--- config.mk ---
export PLATFORM = sky130hd
export DESIGN_NAME = ex_div
export DESIGN_NICKNAME = d
export VERILOG_FILES = /design/src/rtl/ex_div.sv
export SDC_FILE = /design/constraint.sdc
export NUM_CORES = 1
export LEC_CHECK = 0
export ABC_CLOCK_PERIOD_IN_PS = 7300
export CORE_UTILIZATION = 59
export CTS_BUF_LIST = sky130_fd_sc_hd__clkbuf_4 sky130_fd_sc_hd__clkbuf_8
export CTS_CLUSTER_SIZE = 16
export DETAILED_ROUTE_END_ITERATION = 12
export PLACE_DENSITY = 0.91
export SLEW_MARGIN = 20
export SYNTH_ARGS = -nofsm -noshare
export SYNTH_HDL_FRONTEND = slang
export SYNTH_SLANG_ARGS = --single-unit
--- constraint.sdc ---
create_clock -name clk -period 7.3 [get_ports clk]
set_input_delay 1.095 -clock clk [delete_from_list [all_inputs] [get_ports clk]]
set_output_delay 1.095 -clock clk [all_outputs]
set_load 0.01 [all_outputs]
--- src/rtl/ex_div.sv ---
// Multi-cycle restoring divider for the EX stage (DIV/DIVU).
// Produces {remainder, quotient}; one quotient bit per cycle.
module ex_div #(
  parameter int unsigned WIDTH = 32
) (
  input  logic               clk,
  input  logic               rst,
  input  logic               signed_div_i,
  input  logic [WIDTH-1:0]   opdata1_i,
  input  logic [WIDTH-1:0]   opdata2_i,
  input  logic               start_i,
  input  logic               annul_i,
  output logic [2*WIDTH-1:0] result_o,
  output logic               ready_o
);

  localparam int unsigned CNT_W = $clog2(WIDTH + 1);
  localparam int unsigned DVD_W = 2 * WIDTH + 1;

  typedef enum logic [1:0] {
    S_FREE   = 2'd0,
    S_BYZERO = 2'd1,
    S_ON     = 2'd2,
    S_END    = 2'd3
  } state_t;

  state_t             state, state_n;
  logic [CNT_W-1:0]   cnt, cnt_n;
  logic [DVD_W-1:0]   dvd, dvd_n;
  logic [WIDTH-1:0]   dvs, dvs_n;
  logic               sgn, sgn_n;
  logic               neg1, neg1_n;
  logic               neg2, neg2_n;
  logic [2*WIDTH-1:0] result_n;
  logic               ready_n;

  logic [WIDTH-1:0]   abs1_c, abs2_c;
  logic [WIDTH:0]     trial_c;
  logic [WIDTH-1:0]   quo_c, rem_c;

  // Magnitudes of the operands; the most negative value stays as-is and reads as unsigned.
  assign abs1_c = (signed_div_i && opdata1_i[WIDTH-1]) ? (~opdata1_i + WIDTH'(1)) : opdata1_i;
  assign abs2_c = (signed_div_i && opdata2_i[WIDTH-1]) ? (~opdata2_i + WIDTH'(1)) : opdata2_i;

  assign trial_c = {1'b0, dvd[2*WIDTH-1:WIDTH]} - {1'b0, dvs};

  // Sign fix-up: quotient sign from operand signs, remainder follows the dividend.
  assign quo_c = (sgn && (neg1 ^ neg2)) ? (~dvd[WIDTH-1:0] + WIDTH'(1)) : dvd[WIDTH-1:0];
  assign rem_c = (sgn && neg1) ? (~dvd[2*WIDTH:WIDTH+1] + WIDTH'(1)) : dvd[2*WIDTH:WIDTH+1];

  always_ff @(posedge clk or posedge rst) begin
    if (rst) begin
      state    <= S_FREE;
      cnt      <= '0;
      dvd      <= '0;
      dvs      <= '0;
      sgn      <= 1'b0;
      neg1     <= 1'b0;
      neg2     <= 1'b0;
      result_o <= '0;
      ready_o  <= 1'b0;
    end else begin
      state    <= state_n;
      cnt      <= cnt_n;
      dvd      <= dvd_n;
      dvs      <= dvs_n;
      sgn      <= sgn_n;
      neg1     <= neg1_n;
      neg2     <= neg2_n;
      result_o <= result_n;
      ready_o  <= ready_n;
    end
  end

  always_comb begin
    state_n  = state;
    cnt_n    = cnt;
    dvd_n    = dvd;
    dvs_n    = dvs;
    sgn_n    = sgn;
    neg1_n   = neg1;
    neg2_n   = neg2;
    result_n = result_o;
    ready_n  = ready_o;

    case (state)
      S_FREE: begin
        ready_n  = 1'b0;
        result_n = '0;
        if (start_i && !annul_i) begin
          sgn_n  = signed_div_i;
          neg1_n = opdata1_i[WIDTH-1];
          neg2_n = opdata2_i[WIDTH-1];
          dvd_n  = {WIDTH'(0), abs1_c, 1'b0};
          dvs_n  = abs2_c;
          cnt_n  = '0;
          state_n = (opdata2_i == '0) ? S_BYZERO : S_ON;
        end
      end
      S_BYZERO: begin
        result_n = '0;
        ready_n  = 1'b1;
        state_n  = S_END;
      end
      S_ON: begin
        if (annul_i) begin
          ready_n  = 1'b0;
          result_n = '0;
          state_n  = S_FREE;
        end else if (cnt < CNT_W'(WIDTH)) begin
          // Restoring step: keep the shifted partial remainder if the trial went negative.
          if (trial_c[WIDTH]) begin
            dvd_n = {dvd[2*WIDTH-1:0], 1'b0};
          end else begin
            dvd_n = {trial_c[WIDTH-1:0], dvd[WIDTH-1:0], 1'b1};
          end
          cnt_n = cnt + CNT_W'(1);
        end else begin
          result_n = {rem_c, quo_c};
          ready_n  = 1'b1;
          state_n  = S_END;
        end
      end
      S_END: begin
        if (!start_i) begin
          ready_n  = 1'b0;
          result_n = '0;
          state_n  = S_FREE;
        end
      end
      default: begin
        state_n = S_FREE;
      end
    endcase
  end

endmodule

==> Word-level counts from Yosys, hierarchy flattened <==
Cells that the tools add are included.
{ "op_classes": {"addsub": 6, "n_lt_le_gt_ge": 1, "eq_ne": 8, "n_mux": 27, "bitwise": 5, "n_reduce_logical": 14} }
{ "op_table": {"columns": ["op", "n"], "rows": [
  ["$mux W65", 4],
  ["$mux W64", 3],
  ["$pmux W64 S3", 1],
  ["$pmux W65 S2", 1],
  ["$add A32 B1 Y32 const B", 4],
  ["$mux W32", 4],
  ["$not A32 Y32", 4],
  ["$sub A32 B32 Y33", 1],
  ["$logic_not A32 Y1", 1],
  ["$mux W6", 3],
  ["$pmux W6 S2", 1],
  ["$mux W2", 5],
  ["$ne A2 B2 Y1 const B", 4],
  ["$pmux W2 S4", 1],
  ["$add A6 B1 Y6 const B", 1],
  ["$lt A6 B6 Y1 const B", 1],
  ["$logic_and A1 B1 Y1", 5],
  ["$eq A2 B2 Y1 const B", 2],
  ["$pmux W1 S4", 1],
  ["$reduce_and A2 Y1", 2],
  ["$reduce_and A4 Y1", 1],
  ["$mux W1", 3],
  ["$ne A3 B3 Y1 const B", 1],
  ["$reduce_and A3 Y1", 1],
  ["6 further kinds", 6]
]} }
{ "word_totals": {"ff_bits": 173, "output_inout_bits": 65, "wordCells": 70} }

==> Logic depth before layout (Yosys ltp) <==
Gate-level depths: netlist (run 1).
{ "depth": {"ltp_word": 6, "ltp_mapped": 13, "mapped_depth_nobuf": 11} }

==> Worst setup path after synthesis (run 1) <==
OpenSTA, ideal clock, no wires.
{ "synth_path": {"path_kind": "input to register", "from": "in opdata2_i[7]", "to": "reg dvs[29]", "setup_time_ns": 0.133, "t_arrival_ns": 2.980, "required_ns": 7.167, "setup_slack_ns": 4.187, "stages": 8, "path_buffers": 0, "path_cell_list": "or4_4 or3_4 nor3_4 nand3_2 or2_1 o41ai_2 xor2_1 o21ai_1"} }
{ "synth_via": {"elab_chain_cells": 3} }
{ "synth_rtl": {"columns": ["element", "line", "source"], "rows": [
  ["start, declared", "10", "input logic [WIDTH-1:0] opdata2_i,"],
  ["$not A32 Y32", "43", "assign abs2_c = (signed_div_i && opdata2_i[WIDTH-1]) ? (~opdata2_i + WIDTH'(1)) : opdata2_i;"],
  ["$add A32 B1 Y32", "43", null],
  ["$mux W32", "43", null],
  ["end signal, assigned", "66", "dvs <= dvs_n;"],
  ["end, declared", "30", "logic [WIDTH-1:0] dvs, dvs_n;"]
]} }
Every way passes these cells.
A chain may end at the register's enable or synchronous reset.

==> Worst setup path in the final report (run 1) <==
{ "layout_path": {"from": "in opdata1_i[15]", "to": "reg dvd[30]"} }
{ "layout_via": {"elab_chain_cells": 5} }
{ "layout_rtl": {"columns": ["element", "line", "source"], "rows": [
  ["start, declared", "9", "input logic [WIDTH-1:0] opdata1_i,"],
  ["$not A32 Y32", "42", "assign abs1_c = (signed_div_i && opdata1_i[WIDTH-1]) ? (~opdata1_i + WIDTH'(1)) : opdata1_i;"],
  ["$add A32 B1 Y32", "42", null],
  ["$mux W32", "42", null],
  ["$mux W65", "90", "if (start_i && !annul_i) begin"],
  ["$pmux W65 S2", "86", "case (state)"],
  ["end signal, assigned", "65", "dvd <= dvd_n;"],
  ["end, declared", "29", "logic [DVD_W-1:0] dvd, dvd_n;"]
]} }
Every way passes these cells. The select of a mux whose other input is x is not followed.

==> results.yml, run 1 <==
floorplanning:
  initial_utilization: 0.607
  rows: 50
  placeableCoreArea_um2: 18900
  die_area_um2: 20000
  die_h_um: 141
  pin_count: 134
  die-width_um: 141
setup_path:
  crit_required_ns: 7.62
  critPathKind: "input port to register"
  cp_max_fo: 4
  worst-path-buf-inv: 1
  cp_cell_sequence: "clkdlybuf4s50_1, or4_4, or4b_1, nor4_2, a41oi_1, xnor2_1, nor2_1, a21oi_1, o21ai_0"
  slowest_stage: "or4_4"
  crit_family: "simple AND/OR/NAND/NOR gates"
  cp-end-kind: "register"
  worstSetupStartpointType: "input port"
  arrival_ns: 3.95
  cp_slowest_stage_delay_ns: 0.57
cts:
  h-tree-depth: 4
  cts_buffers: 17
  cts_tree: "yes"
  clkTransAtPathRegs_ns: 0.10
  cts_sinks: 173
  clock-root-buffer: "clkbuf_8"
  cts_repair_resize_count: 0
  clockBufferDepth: 2
  hold_buffers: 0
  cts_setup_buffers: 0
  clock_latency_ns: 0.48
yosys:
  avgSynthCellArea_um2: 8.35
  synth.distinct_cells: 85
  synth_area_leaders: "dfrtp_1 38%, o21ai_0 8.2%, nand2_1 6.7%"
  synth-main-ff-cell: "dfrtp_1"
  ys_seq_area_frac: 0.377
  yosys_warnings: 0
  synth_nets: 1486
  synth_top_area_cell: "dfrtp_1"
  synthCells: 1374
  synth.top_cell.area_share: 0.377
  netlist_area_um2: 11500
  async_flop_share: 1.00
  synth_edf_count: 0
  synth.ff_latch_count: 173
drt:
  routed_wl_um: 28600
  drtIter0Drc: 929
  ant_nets: 0
  num_vias: 10400
  via_per_inst: 5.99
  routedWlPerCell_um: 16.4
  first_pass_iters: 6
  drc: 0
final_layout:
  final_nets: 1581
  syn_to_final_growth_pct: 16.2
  multi_input_area_um2: 6660
  regArea_um2: 4330
  nFillCells: 1469
  drive_above_1_share: 0.0533
  diodes: 0
  fin_util: 0.706
global_route:
  grt-busiest-layer: "met2"
  grt_pass1_wl_um: 47600
  grtUsageTotal: 0.295
  met1_usage: 0.419
  antenna_found_initial: 0
  grt_max_degree: 103
  gr-total-overflow: 0
  met3_usage: 0.0469
  grt_pass1_vias: 9748
  met2_usage: 0.464
pwr:
  ir_drop_mv: 0.218
  leakagePower_nw: 5.62
  power_density_nw_per_um2: 440
sta:
  max_freq_mhz: 276
  relSlewSlack: 0.314
  worst_pin_slew_ns: 1.03
  finalHoldViolations: 0
  slew_violations: 0
  min_period_over_period: 0.497
  clock_skew_ns: 0.0156
  rsz0062_at_grt: "no"
  setup_violations: 0
  tns_ns: 0
  min_period_ns: 3.63
placed_design:
  gp_congestion: 0.937
  dp_hpwl_um: 20900
  port_buffers: 133
run:
  drv_cap: 0
status:
  status: "finished, final reports clean"
hold_path:
  hp-class: "register to register"
## cell usage in the layout (no fill, tap or decap), types with 28 or more instances in the layout
cell             netlist  final
xnor2_1               69     69
a21oi_1              115    115
dfrtp_1              173    173
o21ai_0              189    189
nand2_1              205    205
nor2_1               101    101
ha_1                  42     41
inv_1                 59     58
xor2_1                70     70
mux2i_1               28     28
clkdlybuf4s50_1        0    133
## cells in the mapped netlist (4+ instances only)
cell and number:
nand2_1 205, o21ai_0 189, dfrtp_1 173, a21oi_1 115
nor2_1 101, xor2_1 70, xnor2_1 69, inv_1 59
clkbuf_1 49, ha_1 42, mux2i_1 28, nor3_1 22
o21ai_1 18, o31ai_1 17, nand2b_1 15, o21a_1 14
or3_1 12, nor4_1 10, a21o_1 9, a31oi_1 8
nand3_1 8, nand3b_1 7, o41ai_1 7, a32oi_1 6
buf_1 6, or4_1 6, a211oi_1 5, and2_1 5
o211ai_1 5, nand4_1 4, o22ai_1 4, or2_2 4
## logic make-up after synthesis
kind of cell | Yosys count | share of synthesized area
xor gates and xnor gates | 139 | 0.106
muxes | 31 | 0.0274
AOI/OAI and AO/OA | 433 | 0.222
and+or+nand+nor | 432 | 0.176
adders and majority gates | 43 | 0.0476
DFF | 173 | 0.377
buffers and inverters | 123 | 0.0437
## area by class of cell
type / count / share of cell area
Tap cell: 260 / 0.0244
Clock inverter: 15 / 0.0135
Inverter: 59 / 0.0170
Multi-Input combinational cell: 1078 / 0.499
Timing Repair Buffer: 140 / 0.104
Clock buffer: 17 / 0.0175
Sequential cell: 173 / 0.325
## through the flow
step                      hold WS (ns)  total power [W]  cell area (µm²)  cells  worst slack [ns]
after global placement           0.461          0.00494            12900   1710              3.42
after CTS                        0.490          0.00581            13300   1742              3.75
final                            0.483          0.00587            13300   1742              3.67
after detailed placement         0.469          0.00509            12900   1710              3.29
after floorplan                  0.450          0.00419            11500   1374              1.52
after global routing             0.505          0.00632            13300   1742              3.45
## state kept, by name (all words and copies together), names as in the netlist
| name | count |
|---|---|
| dvd | 65 |
| sgn | 1 |
| neg2 | 1 |
| cnt | 6 |
| result_o | 64 |
| state | 2 |
| neg1 | 1 |
| ready_o | 1 |
| dvs | 32 |
## power breakdown
part	internal [W]	total, W	switching [W]
Combinational	0.00146	0.00350	0.00204
Sequential	0.00129	0.00166	0.000370
Clock	0.000317	0.000711	0.000395
Total	0.00307	0.00587	0.00280
## worst min-delay path: cells and delay by family (launching register included)
kind | cells | cell delay (ns)
DFF | 1 | 0.35
and+or+nand+nor | 1 | 0.05
AOI/OAI and AO/OA | 1 | 0.06
## per-layer routing
layer	part of all wire	up-vias
li1	-	4993
met1	0.44	4875
met2	0.45	483
met3	0.085	78
met4	0.024	0
met5	0	-
## final timing paths
kind | from | endpoint | slack (ns) | depth (start not counted)
max in group asynchronous | rst | dvs[23] | 4.69 | 3
hold reg to reg | result_o[16] | result_o[16] | 0.48 | 2
min in group asynchronous | rst | dvd[3] | 1.19 | 2
hold / removal | result_o[16] | result_o[16] | 0.48 | 2
setup reg to reg | dvd[32] | dvd[62] | 3.87 | 12
setup / recovery | opdata1_i[15] | dvd[30] | 3.67 | 9
No activity file was read; power rests on OpenSTA's default activity.
==> run 2, diff against run 1 <==
- ABC_CLOCK_PERIOD_IN_PS: 7300 -> 2910
- CORE_UTILIZATION: 59 -> 53
- PLACE_DENSITY: 0.91 -> 0.87
- clock period: 7.3 -> 2.91 ns (I/O delays scaled with it)
==> run 2 against run 1 <==
The flow now finishes with violations (setup timing); count of clock-buffer cells in the layout unchanged; combinational power rose to 3.0 times the previous value; largest cell class unchanged; worst setup slack lost 3.7 ns; core utilization is 2.8 points lower.
==> results.yml, run 2 (same netlist as run 1, synthesis figures left out) <==
global_route:
  met3_usage: 0.0471
  grt-busiest-layer: "met2"
  antenna_found_initial: 0
  grt_max_degree: 110
  grt_pass1_vias: 10100
  grt_pass1_wl_um: 50100
  gr-total-overflow: 0
  met2_usage: 0.424
  met1_usage: 0.415
  grtUsageTotal: 0.284
placed_design:
  dp_hpwl_um: 23300
  gp_congestion: 1.04
  port_buffers: 133
pwr:
  power_frac_clock: 0.106
  p_comb_frac: 0.641
  power_switching_w: 0.00765
  power_density_nw_per_um2: 1130
  swShare: 0.472
  leakagePower_nw: 6.13
  pwr-share-seq: 0.252
  p_int_w: 0.00856
  ir_drop_mv: 0.512
cts:
  h-tree-depth: 4
  clock-root-buffer: "clkbuf_8"
  clockBufferDepth: 2
  clock_latency_ns: 0.49
  cts_tree: "yes"
  clkTransAtPathRegs_ns: 0.11
  cts_buffers: 17
  cts_sinks: 173
  hold_buffers: 0
sta:
  relSlewSlack: 0.304
  max_freq_mhz: 341
  min_period_ns: 2.93
  setup_ws_ns: -0.0250
  slew_violations: 0
  worst_pin_slew_ns: 1.04
  clock_skew_ns: 0.0181
  tns_ns: -0.0250
  setup_violations: 1
  min_period_over_period: 1.01
  finalHoldViolations: 0
final_layout:
  fin_util: 0.678
  final_cell_mix: "205 x nand2_1, 188 x o21ai_0, 173 x dfrtp_1"
  final_nets: 1682
  diodes: 0
  largest-register: "dvd"
  drive_above_1_share: 0.129
  syn_to_final_growth_pct: 24.6
  layout_commonest_cell: "nand2_1"
  nFillCells: 1684
  top_regs: "dvd: 65 flops, result_o: 64 flops, dvs: 32 flops"
  largest_register_ffs: 65
setup_path:
  r2r_slack_ns: -0.02
  cp_slowest_stage_delay_ns: 0.45
  crit_required_ns: 3.29
  worstSetupEndpoint: "dvd[43]"
  r2r-start: "dvd[53]"
  critPathKind: "register to register"
  cp_cell_sequence: "ha_2, a21oi_1, o21ai_1, or2_0, a211oi_4, o21ai_2, o31a_1, buf_4, buf_12, mux2i_1, o21ai_0"
  cp-end-kind: "register"
  slowest_stage: "dfrtp_1"
  crit_family: "compound AO/OA/AOI/OAI gates"
  r2r_end: "dvd[43]"
  ff2ff_path_depth: 11
  worst-path-buf-inv: 2
  crit_cells: 11
  cp_max_fo: 7
  cp-startpoint: "dvd[53]"
  worstSetupStartpointType: "register"
  arrival_ns: 3.31
drt:
  routed_wl_um: 31600
  drtIter0Drc: 1089
  num_vias: 10900
  ant_nets: 0
  drc: 0
  first_pass_iters: 7
  routedWlPerCell_um: 17.0
  via_per_inst: 5.88
hold_path:
  hp-class: "input port to async pin"
floorplanning:
  die_h_um: 149
  pin_count: 134
  initial_utilization: 0.544
  rows: 53
  die_area_um2: 22200
  placeableCoreArea_um2: 21100
  die-width_um: 149
status:
  failed_checks: "setup timing"
  status: "complete, but fails checks"
run:
  drv_cap: 0
run 2: cell count changes in the layout (fill, tap and decap cells not counted), moves of 3 or more:
| cell | previous run | this run |
|---|---|---|
| a21oi_1 | 115 | 110 |
| buf_12 | 0 | 3 |
| ha_2 | 1 | 9 |
| buf_4 | 7 | 102 |
| a21oi_2 | 0 | 5 |
| clkinv_8 | 1 | 4 |
| ha_1 | 41 | 30 |
| ha_4 | 0 | 3 |
run 2: worst min path at each step:
stage	end	slack, ns	cells after the start
2_1_floorplan	dvs[10]	0.45	2
3_3_place_gp	result_o[48]	0.46	2
3_5_place_dp	result_o[18]	0.47	2
4_1_cts	result_o[30]	0.44	3
5_1_grt	result_o[30]	0.45	3
6_report	ready_o	0.42	3
run 2: routing by layer:
layer  up-vias  wire length [µm]
li1       5212                 -
met1      5138             14200
met2       527             14100
met3        57              2620
met4         0               709
met5         -                 0
run 2: power by group through the flow:
stage | Combinational (W) | Sequential (W) | Clock [W]
global placement | 0.00924 | 0.00404 | 0
global route | 0.0113 | 0.00418 | 0.00183
finish | 0.0104 | 0.00409 | 0.00172
detailed placement | 0.00956 | 0.00410 | 0
floorplan | 0.00652 | 0.00400 | 0
CTS | 0.00966 | 0.00404 | 0.00174
run 2: area by class of cell:
type	count	area (µm²)	area share
clock buffers	17	234	0.0164
flip-flops and latches	173	4330	0.303
multi-input cells	1078	6780	0.474
clock inverters	15	170	0.0119
repair buffers	241	2220	0.155
well taps	275	344	0.0241
inverters	59	225	0.0158
run 2: what timing repair did:
item / in CTS / in global routing
resized for setup: 2 / 28
pin swaps: 1 / 6
endpoints found under the setup margin: 4 / 34
gates cloned: 0 / 2
buffers inserted: 1 / 3
run 2: worst register-to-register path, stage by stage, from the launching register on:
cell,delay (ns)
dfrtp_1,0.45
ha_2,0.36
a21oi_1,0.20
o21ai_1,0.12
or2_0,0.29
a211oi_4,0.24
o21ai_2,0.14
o31a_1,0.33
buf_4,0.15
buf_12,0.14
mux2i_1,0.14
o21ai_0,0.26
run 2: per-stage QoR:
step	hold slack [ns]	instance area [µm²]	power (W)	setup WS, ns	cells
2_1_floorplan	0.450	11500	0.0105	0.167	1374
3_5_place_dp	0.469	13700	0.0137	-0.0988	1820
6_report	0.422	14300	0.0162	-0.0250	1858
5_1_grt	0.454	14300	0.0173	-0.0639	1858
3_3_place_gp	0.461	13700	0.0133	-0.0619	1820
4_1_cts	0.436	14100	0.0154	0.0122	1853
